$ cat config.mk
export PLATFORM = sky130hd
export DESIGN_NAME = mem_arbiter
export DESIGN_NICKNAME = d
export VERILOG_FILES = /design/src/rtl/mem_arbiter.sv
export SDC_FILE = /design/constraint.sdc
export NUM_CORES = 1
export LEC_CHECK = 0
export ABC_CLOCK_PERIOD_IN_PS = 3200
export BUFFER_PORTS_ARGS = -buffer_cell sky130_fd_sc_hd__buf_4
export CORE_AREA = 2 2 106 108
export CTS_CLUSTER_DIAMETER = 200
export DETAILED_ROUTE_END_ITERATION = 7
export DIE_AREA = 0 0 108 110
export GPL_TIMING_DRIVEN = 0
export PLACE_DENSITY = 0.58
export SYNTH_ARGS = -nofsm -noshare
export SYNTH_HDL_FRONTEND = slang
export SYNTH_SLANG_ARGS = --single-unit
export TNS_END_PERCENT = 20
$ cat constraint.sdc
create_clock -name clk -period 3.2 [get_ports clk]
set_input_delay 0 -clock clk [delete_from_list [all_inputs] [get_ports clk]]
set_output_delay 0 -clock clk [all_outputs]
set_load 0.05 [all_outputs]
$ cat src/rtl/mem_arbiter.sv
// rtl/mem_arbiter.sv - single-port memory arbiter and access sequencer for fetch and load/store paths
// Optional build macro MEM_ARBITER_RR_EN: round-robin arbitration instead of data-over-fetch priority.
module mem_arbiter #(
    parameter int ADDR_W  = 32,
    parameter int LATENCY = 1
) (
    input  logic              clk,
    input  logic              rst,
    input  logic              if_req,
    input  logic [ADDR_W-1:0] if_addr,
    output logic              if_gnt,
    output logic              if_rvalid,
    output logic [31:0]       if_rdata,
    input  logic              d_req,
    input  logic              d_we,
    input  logic [ADDR_W-1:0] d_addr,
    input  logic [31:0]       d_wdata,
    input  logic [3:0]        d_mask,
    output logic              d_gnt,
    output logic              d_rvalid,
    output logic [31:0]       d_rdata,
    output logic              mem_en,
    output logic              mem_we,
    output logic [ADDR_W-1:0] mem_addr,
    output logic [31:0]       mem_wdata,
    output logic [3:0]        mem_mask,
    input  logic [31:0]       mem_rdata,
    output logic              stall
);
    localparam logic [0:0] S_IDLE  = 1'b0;
    localparam logic [0:0] S_WAIT  = 1'b1;
    localparam logic [3:0] LAT_CNT = 4'(LATENCY);

    logic [0:0] state_q, state_d;
    logic [3:0] cnt_q, cnt_d;
    logic       owner_q, owner_d;
    logic       we_q, we_d;
    logic       win_d, win_i;
    logic       idle, resp;

    assign idle = (state_q == S_IDLE);
    assign resp = (state_q == S_WAIT) && (cnt_q == 4'd1);

`ifdef MEM_ARBITER_RR_EN
    // last_q: 0 = fetch served last, 1 = data served last
    logic last_q, last_d;

    always_comb begin
        win_d = 1'b0;
        win_i = 1'b0;
        if (idle) begin
            if (d_req && if_req) begin
                win_d = ~last_q;
                win_i = last_q;
            end else begin
                win_d = d_req;
                win_i = if_req;
            end
        end
    end

    always_comb begin
        last_d = last_q;
        if (win_d || win_i) begin
            last_d = win_d;
        end
    end

    always_ff @(posedge clk or posedge rst) begin
        if (rst) begin
            last_q <= 1'b0;
        end else begin
            last_q <= last_d;
        end
    end
`else
    always_comb begin
        win_d = idle && d_req;
        win_i = idle && if_req && !d_req;
    end
`endif

    always_comb begin
        if_gnt    = win_i;
        d_gnt     = win_d;
        mem_en    = win_i || win_d;
        mem_we    = win_d && d_we;
        mem_addr  = '0;
        mem_wdata = '0;
        mem_mask  = 4'h0;
        if (win_d) begin
            mem_addr  = d_addr;
            mem_wdata = d_wdata;
            mem_mask  = d_we ? d_mask : 4'h0;
        end else if (win_i) begin
            mem_addr = if_addr;
        end
        stall     = !idle || (if_req && !win_i) || (d_req && !win_d);
        if_rvalid = resp && !owner_q;
        d_rvalid  = resp && owner_q;
        if_rdata  = if_rvalid ? mem_rdata : 32'h0;
        d_rdata   = (d_rvalid && !we_q) ? mem_rdata : 32'h0;
    end

    always_comb begin
        state_d = state_q;
        cnt_d   = cnt_q;
        owner_d = owner_q;
        we_d    = we_q;
        if (idle) begin
            if (win_d || win_i) begin
                state_d = S_WAIT;
                cnt_d   = LAT_CNT;
                owner_d = win_d;
                we_d    = win_d && d_we;
            end
        end else if (cnt_q > 4'd1) begin
            cnt_d = cnt_q - 4'd1;
        end else begin
            state_d = S_IDLE;
            cnt_d   = 4'd0;
        end
    end

    always_ff @(posedge clk or posedge rst) begin
        if (rst) begin
            state_q <= S_IDLE;
            cnt_q   <= 4'd0;
            owner_q <= 1'b0;
            we_q    <= 1'b0;
        end else begin
            state_q <= state_d;
            cnt_q   <= cnt_d;
            owner_q <= owner_d;
            we_q    <= we_d;
        end
    end
endmodule

---- After elaboration in Yosys (flattened, before gate mapping) ----
Index checks and enable logic that the tools add are counted.
W data, S select, Z words.
cells by class
  add/subtract/negate cells ............... 1
  multipliers ............................. 0
  div/mod/pow operators ................... 0
  magnitude comparators ................... 1
  equality and inequality tests ........... 1
  shift-type cells ........................ 0
  multiplexer cells ....................... 13
  bitwise gates (word level) .............. 1
  reduce and logical (&&, ||, !) cells .... 20
operators by type and width
  cell                   count
  $mux W32               5
  $mux W4                5
  $logic_and A1 B1 Y1    10
  $logic_not A1 Y1       5
  $eq A4 B1 Y1 const B   1
  $gt A4 B1 Y1 const B   1
  $sub A4 B1 Y4 const B  1
  $logic_or A1 B1 Y1     3
  $mux W1                3
  $reduce_and A2 Y1      1
  $reduce_bool A2 Y1     1
  $not A1 Y1             1
storage, ports and cells
  bits in registers ....................... 7
  latch bits .............................. 0
  RAM bits ................................ 0
  memory bits (read-only) ................. 0
  bits of input ports ..................... 137
  output and inout port bits .............. 139
  word-level logic and storage cells ...... 41
  memories ................................ 0

---- Depth between registers and ports, before layout ----
Gate-level depths: netlist of the first run.
  depth after elaboration ................. 7
  depth in mapped cells ................... 6
  mapped depth without buffers ............ 5

---- Worst setup path before layout of the first run ----
OpenSTA, ideal clock, no wires.
  path type ............................... register to output
  start ................................... register cnt_q[1]
  end ..................................... output if_rdata[22]
  data arrival time ....................... 1.732 ns
  required time ........................... 3.200 ns
  setup slack ............................. 1.468 ns
  cell stages (with the launch flop) ...... 7
  path buffers ............................ 1
  path through ............................ dfrtp_1 > inv_1 > ha_1 > nand4bb_4 > nor2_2 > buf_2 > and2_1
between the ends
  longest elaborated chain between the ends .. 4
RTL lines
  element                 RTL line  text
  from (decl)             35        logic [3:0] cnt_q, cnt_d;
  from (signal assigned)  133       cnt_q <= cnt_d;
  $eq A4 B1 Y1            42        assign resp = (state_q == S_WAIT) && (cnt_q == 4'd1);
  $logic_and A1 B1 Y1     42
  $logic_and A1 B1 Y1     99        if_rvalid = resp && !owner_q;
  net if_rvalid           12        output logic if_rvalid,
  $mux W32                101       if_rdata = if_rvalid ? mem_rdata : 32'h0;
  to (decl)               13        output logic [31:0] if_rdata,
The timed path passes the listed nets, and every way through them passes these cells.

---- Worst setup path after layout of the first run ----
  start ................................... register cnt_q[1]
  end ..................................... output if_rdata[15]
between the ends
  longest elaborated chain between the ends .. 4
RTL lines
  element              RTL line
  $eq A4 B1 Y1         42
  $logic_and A1 B1 Y1  42
  $logic_and A1 B1 Y1  99
  $mux W32             101
No other way between the ends.

==> results of run 1 <==
-- metrics by stage --
step / instance area [um2] / worst slack [ns]
6_report: 3750 / 1.27
5_1_grt: 3750 / 1.11
4_1_cts: 3750 / 1.23
3_5_place_dp: 3690 / 1.48
3_3_place_gp: 3690 / 1.50
2_1_floorplan: 1450 / 1.47
-- worst paths after layout --
| kind | slack, ns | depth (start not counted) | to |
|---|---|---|---|
| min | 0.09 | 3 | cnt_q[0] |
| min in group asynchronous | 0.27 | 3 | cnt_q[3] |
| max in group asynchronous | 2.72 | 3 | we_q |
| max | 1.27 | 7 | if_rdata[15] |
| min reg2reg | 0.53 | 2 | cnt_q[1] |
| max reg2reg | 1.74 | 5 | cnt_q[3] |
-- registers in the layout (all words and copies together) (netlist names) --
name	count
owner_q	1
cnt_q	4
we_q	1
state_q	1
-- logic make-up (layout without fill, tap and decap cells) --
kind of cell             Yosys count  count (layout)  synth area share
adder cells (fa/ha/maj)            2               2            0.0172
XOR/XNOR                           1               1           0.00603
AO/OA/AOI/OAI                     40              40             0.226
buffers and inverters             23             303             0.105
flip-flops                         7               7             0.120
AND/OR/NAND/NOR                  119             119             0.525
-- worst max-delay path, delay by kind of cell, from the launching register on --
family,cells,cell delay [ns]
buf+inv,3,0.52
simple gates,3,0.58
fa+ha+maj,1,0.22
flops,1,0.39
-- layer usage --
layer	vias to the layer above	wire length, um
li1	1202	-
met1	1085	2970
met2	164	4650
met3	6	923
met4	0	113
met5	-	0
-- power by group --
part | leakage, nW | internal [mW] | switching [mW]
logic | 2.01 | 0.818 | 1.65
registers | 0.0880 | 0.123 | 0.0351
clock network | 0.0228 | 0.0860 | 0.0363
-- final cells by class --
type	count	area, um2
inverters	5	18.8
well taps	140	175
multi-input cells	162	1130
flip-flops and latches	7	175
repair buffers	276	2070
fillers	1120	6950
clock buffers	4	45.0
plain buffers	18	134
-- what timing repair did --
action,CTS,global route
hold buffers,1,0
setup endpoints to repair,0,0
endpoints found under the hold margin,7,0
-- placed cells by master, fill, tap and decap left out, drive strengths merged, types with 3 or more instances in the layout --
cell type and n:
buf 293, and2 97, a22o 32, dfrtp 7, nor2 6, inv 5, o21ai 4, and3 4
nor3 4, clkbuf 4, nand2 3
==> results by group, run 1 <==
Cells and area
  – Nets: 612
  – End-of-flow core utilization: 0.350
  – Synth-to-layout area growth: 158%
  – Final Non-Filler Cells: 612
  – Diodes inserted: 0
  – Fraction of final layout cells sized beyond drive strength 1: 0.636

Timing
  – Setup violation total in the final timing report: 0
  – Hold Violations, Final: 0
  – Highest clock rate: 519 MHz
  – Post-route fraction of the period consumed by the critical path: 0.603
  – Worst-case hold slack: 0.0901 ns
  – Transition time of the tightest slew-check pin: 0.482 ns
  – Final critical delay including setup and external delays: 1.93 ns
  – Worst slew slack as a fraction of its limit: 0.676
  – Final Max Tran Viols: 0
  – Post-Route Skew: 0.000333 ns
  – Summed negative setup slack over all endpoints: 0 ns
  – Setup repair after global routing missed its margin: false

Yosys
  – Synth warnings: 0
  – EDFF count, synth: 0
  – Syn_nets: 331
  – Number of register bits inferred by synthesis: 7
  – Area fraction of the dominant cell type after synthesis: 0.417
  – Leading post-synthesis cells by instance count: 97 x sky130_fd_sc_hd__and2_1, 32 x sky130_fd_sc_hd__a22o_1, 11 x sky130_fd_sc_hd__buf_2
  – Most common flop cell mapped by yosys: sky130_fd_sc_hd__dfrtp_1
  – Share of synthesized registers carrying an async set or reset: 1.00
  – Post-Synthesis Cell Area: 0.00145 mm2
  – Post-synth top area cell: sky130_fd_sc_hd__and2_1
  – Biggest area contributors in the synthesized netlist: sky130_fd_sc_hd__and2_1 42%, sky130_fd_sc_hd__a22o_1 19%, sky130_fd_sc_hd__dfrtp_1 12%
  – Unique masters post-synth: 22
  – Post-synthesis sequential area ratio: 0.120
  – Most frequent cell after synthesis: sky130_fd_sc_hd__and2_1
  – Number of instances in the synthesized netlist: 192
  – Mean instance size in the synthesized netlist: 7.57 um2

GRT
  – Total routing resource utilization after global routing: 0.123
  – Antenna violations before repair: 0
  – Met3 GRT Util: 0.0247
  – Pin count of the biggest net entering global routing: 11
  – Vias in the first global route: 2,323
  – Global routing met1 resource utilization: 0.129
  – Total congestion overflow: 0
  – Grt peak-use layer: met2
  – First-pass GRT wire length: 11.7 mm
  – GR Layer Usage met2: 0.248

Power
  – Leakage: 2.12 nW
  – Power Density: 733 mW/mm2
  – Max VDD drop: 436 uV
  – Power consumption: 2.75 mW

Flow run
  – Count of max-cap constraint violations: 0

Floorplan
  – Floorplan die height: 110 um
  – Number of core rows: 38
  – Number of I/O pins: 276
  – Area enclosed by the die boundary: 0.0119 mm2
  – Floorplan Core Area: 0.0107 mm2
  – Effective utilization at floorplan: 0.136
  – Width of the die: 108 um

Drt
  – Violation count after the first detailed-route iteration: 52
  – Remaining antenna violation count after routing: 0
  – Via count: 2,457
  – Drt pass-1 iters: 4
  – Post-DR wirelength/cell: 14.1 um
  – Post-detailed-route DRC marker count: 0
  – Vias per inst: 4.01
  – Overall routed net length: 8.65 mm

CTS
  – Maximum root-to-sink buffer count: 2
  – Clk slew on worst S/H paths: 0.04 ns
  – Post-cts resize count: 0
  – Clk_lat worst skew: 0.22 ns
  – TritonCTS Sinks: 7
  – TritonCTS clock tree: built
  – Clock root buffer master: sky130_fd_sc_hd__clkbuf_8
  – Setup fix buffers added after clock tree synthesis: 0
  – Depth of the CTS H-tree: 1
  – TritonCTS buffer count: 3

Min path
  – HP Class: in -> reg
  – Hold_sp: if_req

Placed design
  – GP Congestion: 0.731
  – Cell count after placement: 607
  – Post-DP HPWL: 7.71 mm
  – Count of buffers from port buffering: 275

Worst setup path
  – CP startpoint kind: register
  – Worst setup EP type: primary output
  – Largest stage delay, worst path: 0.39 ns
  – WS Path Type: reg -> out
  – Worst flop-to-flop path startpoint: cnt_q[1]
  – Crit path max fanout: 10
  – CP Launch Point: cnt_q[1]
  – Cell chain of the critical path: inv_1 -> ha_1 -> nand4bb_4 -> nor2_2 -> buf_2 -> and2_1 -> buf_4
  – Data arrival time at the worst-slack endpoint: 1.93 ns
  – Cell type of the slowest stage on the worst timing path: sky130_fd_sc_hd__dfrtp_1
  – Crit path required time: 3.20 ns

Outcome
  – Result of the run: completed
No activity file was read; power rests on OpenSTA's default activity.
==> inputs of run 2 (changes only) <==
Settings changed: ABC_AREA set to 1, ABC_CLOCK_PERIOD_IN_PS 3200 to 1700, CORE_AREA 2 2 106 108 to 2 2 107 109, DIE_AREA 0 0 108 110 to 0 0 109 111, PLACE_DENSITY 0.58 to 0.6.
Clock period 3.2 ns to 1.7 ns, I/O delays scaled along.
==> run 2 against run 1 <==
Synthesized area increased by 7.3%. Count of clock-buffer cells in the layout did not move. The run now ends with setup timing left. Worst hold slack improved by 0.00050 ns. First-iteration DRC count grew 87%. Wire length rose by 22%. Sequential power is 91% higher. Worst setup slack worse by 1.4 ns. Synthesized cell count is 76% higher. Sequential share of layout area shrank 1.2 points. Non-clock buffer count grew 12. Clock skew is 0.0021 ns higher.
==> results by group, run 2 <==
Outcome
  – Result of the run: finished with violations
  – Violated checks: setup timing

Cells and area
  – Biggest register: cnt_q
  – Fraction of final layout cells sized beyond drive strength 1: 0.634 (-0.00110)
  – Final Non-Filler Cells: 775 (+27%)
  – Synth-to-layout area growth: 223%
  – Diodes inserted: 0 (unchanged)
  – Largest register FFs: 4 (unchanged)
  – Filler cell count: 1,066 (-4.8%)
  – Total non-filler cell area in the finished layout: 0.00504 mm2 (+35%)
  – Nets: 772 (+26%)
  – Top library cells by usage in the layout, fill and taps aside: 196 x sky130_fd_sc_hd__buf_4, 112 x sky130_fd_sc_hd__nand2_1, 74 x sky130_fd_sc_hd__buf_6, 74 x sky130_fd_sc_hd__inv_1, 46 x sky130_fd_sc_hd__nor2_4
  – Most common cell after layout, fill and taps aside: sky130_fd_sc_hd__buf_4

Floorplan
  – Effective utilization at floorplan: 0.141 (+0.00495)
  – Area enclosed by the die boundary: 0.0121 mm2 (+1.8%)
  – Number of core rows: 39 (+2.6%)
  – Floorplan die height: 111 um (+0.91%)
  – Number of I/O pins: 276 (unchanged)
  – Width of the die: 109 um (+0.93%)
  – Floorplan Core Area: 0.0111 mm2 (+3.5%)

CTS
  – TritonCTS clock tree: built
  – Maximum root-to-sink buffer count: 2 (unchanged)
  – Clock root buffer master: sky130_fd_sc_hd__clkbuf_16
  – Depth of the CTS H-tree: 1 (unchanged)
  – TritonCTS Sinks: 7 (unchanged)
  – Clk_lat worst skew: 0.23 ns (about the same)
  – Clk slew on worst S/H paths: 0.04 ns (about the same)
  – TritonCTS buffer count: 3 (unchanged)

Worst setup path
  – Worst setup EP type: primary output
  – Largest stage delay, worst path: 0.38 ns (about the same)
  – Crit path required time: 1.70 ns (-1.50 ns)
  – WS Path Type: reg -> out
  – Crit path max fanout: 7 (-3)
  – Data arrival time at the worst-slack endpoint: 1.83 ns (-0.10 ns)
  – Cell chain of the critical path: inv_2 -> ha_4 -> inv_2 -> nor3_4 -> nand4_4 -> buf_12 -> clkbuf_16 -> nor2_2 -> buf_6
  – Cell type with the highest occurrence count on the critical path: sky130_fd_sc_hd__inv_2
  – Cell type of the slowest stage on the worst timing path: sky130_fd_sc_hd__dfrtp_1
  – CP startpoint kind: register

Yosys
  – Unique masters post-synth: 19 (-14%)
  – Post-synthesis sequential area ratio: 0.112 (-0.00821)
  – Post-synth top area cell: sky130_fd_sc_hd__nand2_1
  – Leading post-synthesis cells by instance count: 112 x sky130_fd_sc_hd__nand2_1, 101 x sky130_fd_sc_hd__nor2_1, 77 x sky130_fd_sc_hd__inv_1
  – Area fraction of the dominant cell type after synthesis: 0.269 (-0.148)
  – Biggest area contributors in the synthesized netlist: sky130_fd_sc_hd__nand2_1 27%, sky130_fd_sc_hd__nor2_1 24%, sky130_fd_sc_hd__inv_1 19%
  – Number of register bits inferred by synthesis: 7 (unchanged)
  – Most frequent cell after synthesis: sky130_fd_sc_hd__nand2_1
  – Syn_nets: 477 (+44%)
  – EDFF count, synth: 0 (unchanged)
  – Most common flop cell mapped by yosys: sky130_fd_sc_hd__dfrtp_1
  – Share of synthesized registers carrying an async set or reset: 1.00 (unchanged)
  – Synth warnings: 0 (unchanged)
  – Number of instances in the synthesized netlist: 338 (+76%)
  – Post-Synthesis Cell Area: 0.00156 mm2 (+7.3%)
  – Mean instance size in the synthesized netlist: 4.62 um2 (-39%)

GRT
  – Antenna violations before repair: 0 (unchanged)
  – Total congestion overflow: 0 (unchanged)
  – Pin count of the biggest net entering global routing: 11 (unchanged)
  – First-pass GRT wire length: 13.9 mm (+19%)
  – Vias in the first global route: 3,021 (+30%)
  – Total routing resource utilization after global routing: 0.141 (+0.0185)

Timing
  – Hold Violations, Final: 0 (unchanged)
  – Setup repair after global routing missed its margin: true
  – Highest clock rate: 547 MHz
  – Transition time of the tightest slew-check pin: 0.651 ns (+0.170 ns)
  – Setup slack of the critical path after layout: -0.127 ns (-1.40 ns)
  – Post-Route Skew: 0.00246 ns (+0.00213 ns)
  – Final critical delay including setup and external delays: 1.83 ns
  – Post-route fraction of the period consumed by the critical path: 1.07
  – Final Max Tran Viols: 0 (unchanged)
  – Worst slew slack as a fraction of its limit: 0.561 (-0.115)
  – Setup violation total in the final timing report: 64 (+64)

Drt
  – Vias per inst: 4.04 (+0.63%)
  – Remaining antenna violation count after routing: 0 (unchanged)
  – Drt pass-1 iters: 4 (unchanged)
  – Post-detailed-route DRC marker count: 0 (unchanged)
  – Via count: 3,131 (+27%)
  – Overall routed net length: 10.6 mm (+22%)
  – Post-DR wirelength/cell: 13.6 um (-3.5%)
  – Violation count after the first detailed-route iteration: 97 (+87%)

Power
  – Leakage: 2.83 nW (+33%)
  – Max VDD drop: 710 uV (+63%)
  – Power Density: 1340 mW/mm2 (+83%)

Min path
  – HP Class: in -> reg

Flow run
  – Count of max-cap constraint violations: 0 (unchanged)

Placed design
  – Placed Area: 0.00381 mm2 (+3.1%)
  – Cell count after placement: 756 (+25%)
  – Count of buffers from port buffering: 275 (unchanged)
  – Worst slack, placed: -0.0442 ns (-1.52 ns)
  – Post-DP HPWL: 7.76 mm (+0.59%)
  – GP Congestion: 0.836 (+14%)
## run 2: cell count changes after synthesis, sizes merged, moves of 2 or more
cell   previous run  this run
nand4             0         2
inv               5        80
and2             97         0
a22o             32         0
a21o              2         0
nor2              6       104
nor2b             2         0
and3              4         0
nand2             3       112
buf              18        16
nand3             1         8
nor3              4         1
## run 2: critical path: cells and delay by family (launching register included)
kind	cells	cell delay (ns)
adders and majority gates	1	0.13
buffers and inverters	5	0.62
DFF	1	0.38
and+or+nand+nor	3	0.46
## run 2: per-layer routing
| layer | wire, um | part of all wire | global-route usage | vias up |
|---|---|---|---|---|
| met5 | 0 | 0 | 0 | - |
| met1 | 3680 | 0.35 | 0.146 | 1404 |
| met2 | 5830 | 0.55 | 0.289 | 193 |
| met4 | 21 | 0.0020 | 0.0145 | 0 |
| li1 | - | - | - | 1530 |
| met3 | 1050 | 0.099 | 0.0294 | 4 |
## run 2: cells by family after synthesis
group / count (synthesis) / share of synthesized area
compound gates: 5 / 0.0176
simple gates: 227 / 0.579
xor+xnor: 1 / 0.00561
fa+ha+maj: 2 / 0.0160
buf+inv: 96 / 0.269
flops: 7 / 0.112
## run 2: timing repair
action                                  in CTS  in global routing
endpoints found under the hold margin        7                  0
gates cloned                                 2                  4
gates resized for setup                     71                198
buffers inserted                             4                  4
endpoints found under the setup margin     120                124
hold buffers                                 1                  0
pin swaps                                    5                  4
## run 2: area by class of cell
class,count,area [um2],share of cell area
timing repair buffer,290,2700,0.536
multi-input combinational,235,1420,0.282
inverter,80,305,0.0605
buffer,16,180,0.0357
tap,143,179,0.0355
sequential,7,175,0.0347
clock buffer,4,78.8,0.0156
## run 2: power breakdown
part           switching [mW]  internal (mW)
sequential             0.0653          0.236
combinational            3.92           2.16
clock                  0.0818          0.311
## run 2: through the flow
step / total power [mW] / TNS (ns) / util / hold slack (ns)
floorplan: 3.54 / -4.09 / - / -0.197
global placement: 5.04 / -0.00618 / 0.344 / -0.0555
detailed placement: 5.07 / -0.0442 / 0.344 / -0.0478
CTS: 5.85 / -6.93 / 0.380 / 0.102
global route: 7.09 / -10.96 / 0.455 / 0.127
finish: 6.77 / -4.97 / 0.455 / 0.0906
## run 2: worst paths after layout
| path | start | end | slack [ns] | cells past startpoint |
|---|---|---|---|---|
| worst min register to register | we_q | we_q | 0.59 | 2 |
| min in group asynchronous | rst | cnt_q[1] | 0.27 | 3 |
| worst min-delay path | d_we | we_q | 0.09 | 3 |
| max in group asynchronous | rst | owner_q | 1.22 | 3 |
| worst max-delay path | cnt_q[1] | d_rdata[12] | -0.13 | 9 |
| worst max register to register | cnt_q[0] | cnt_q[1] | 0.38 | 7 |
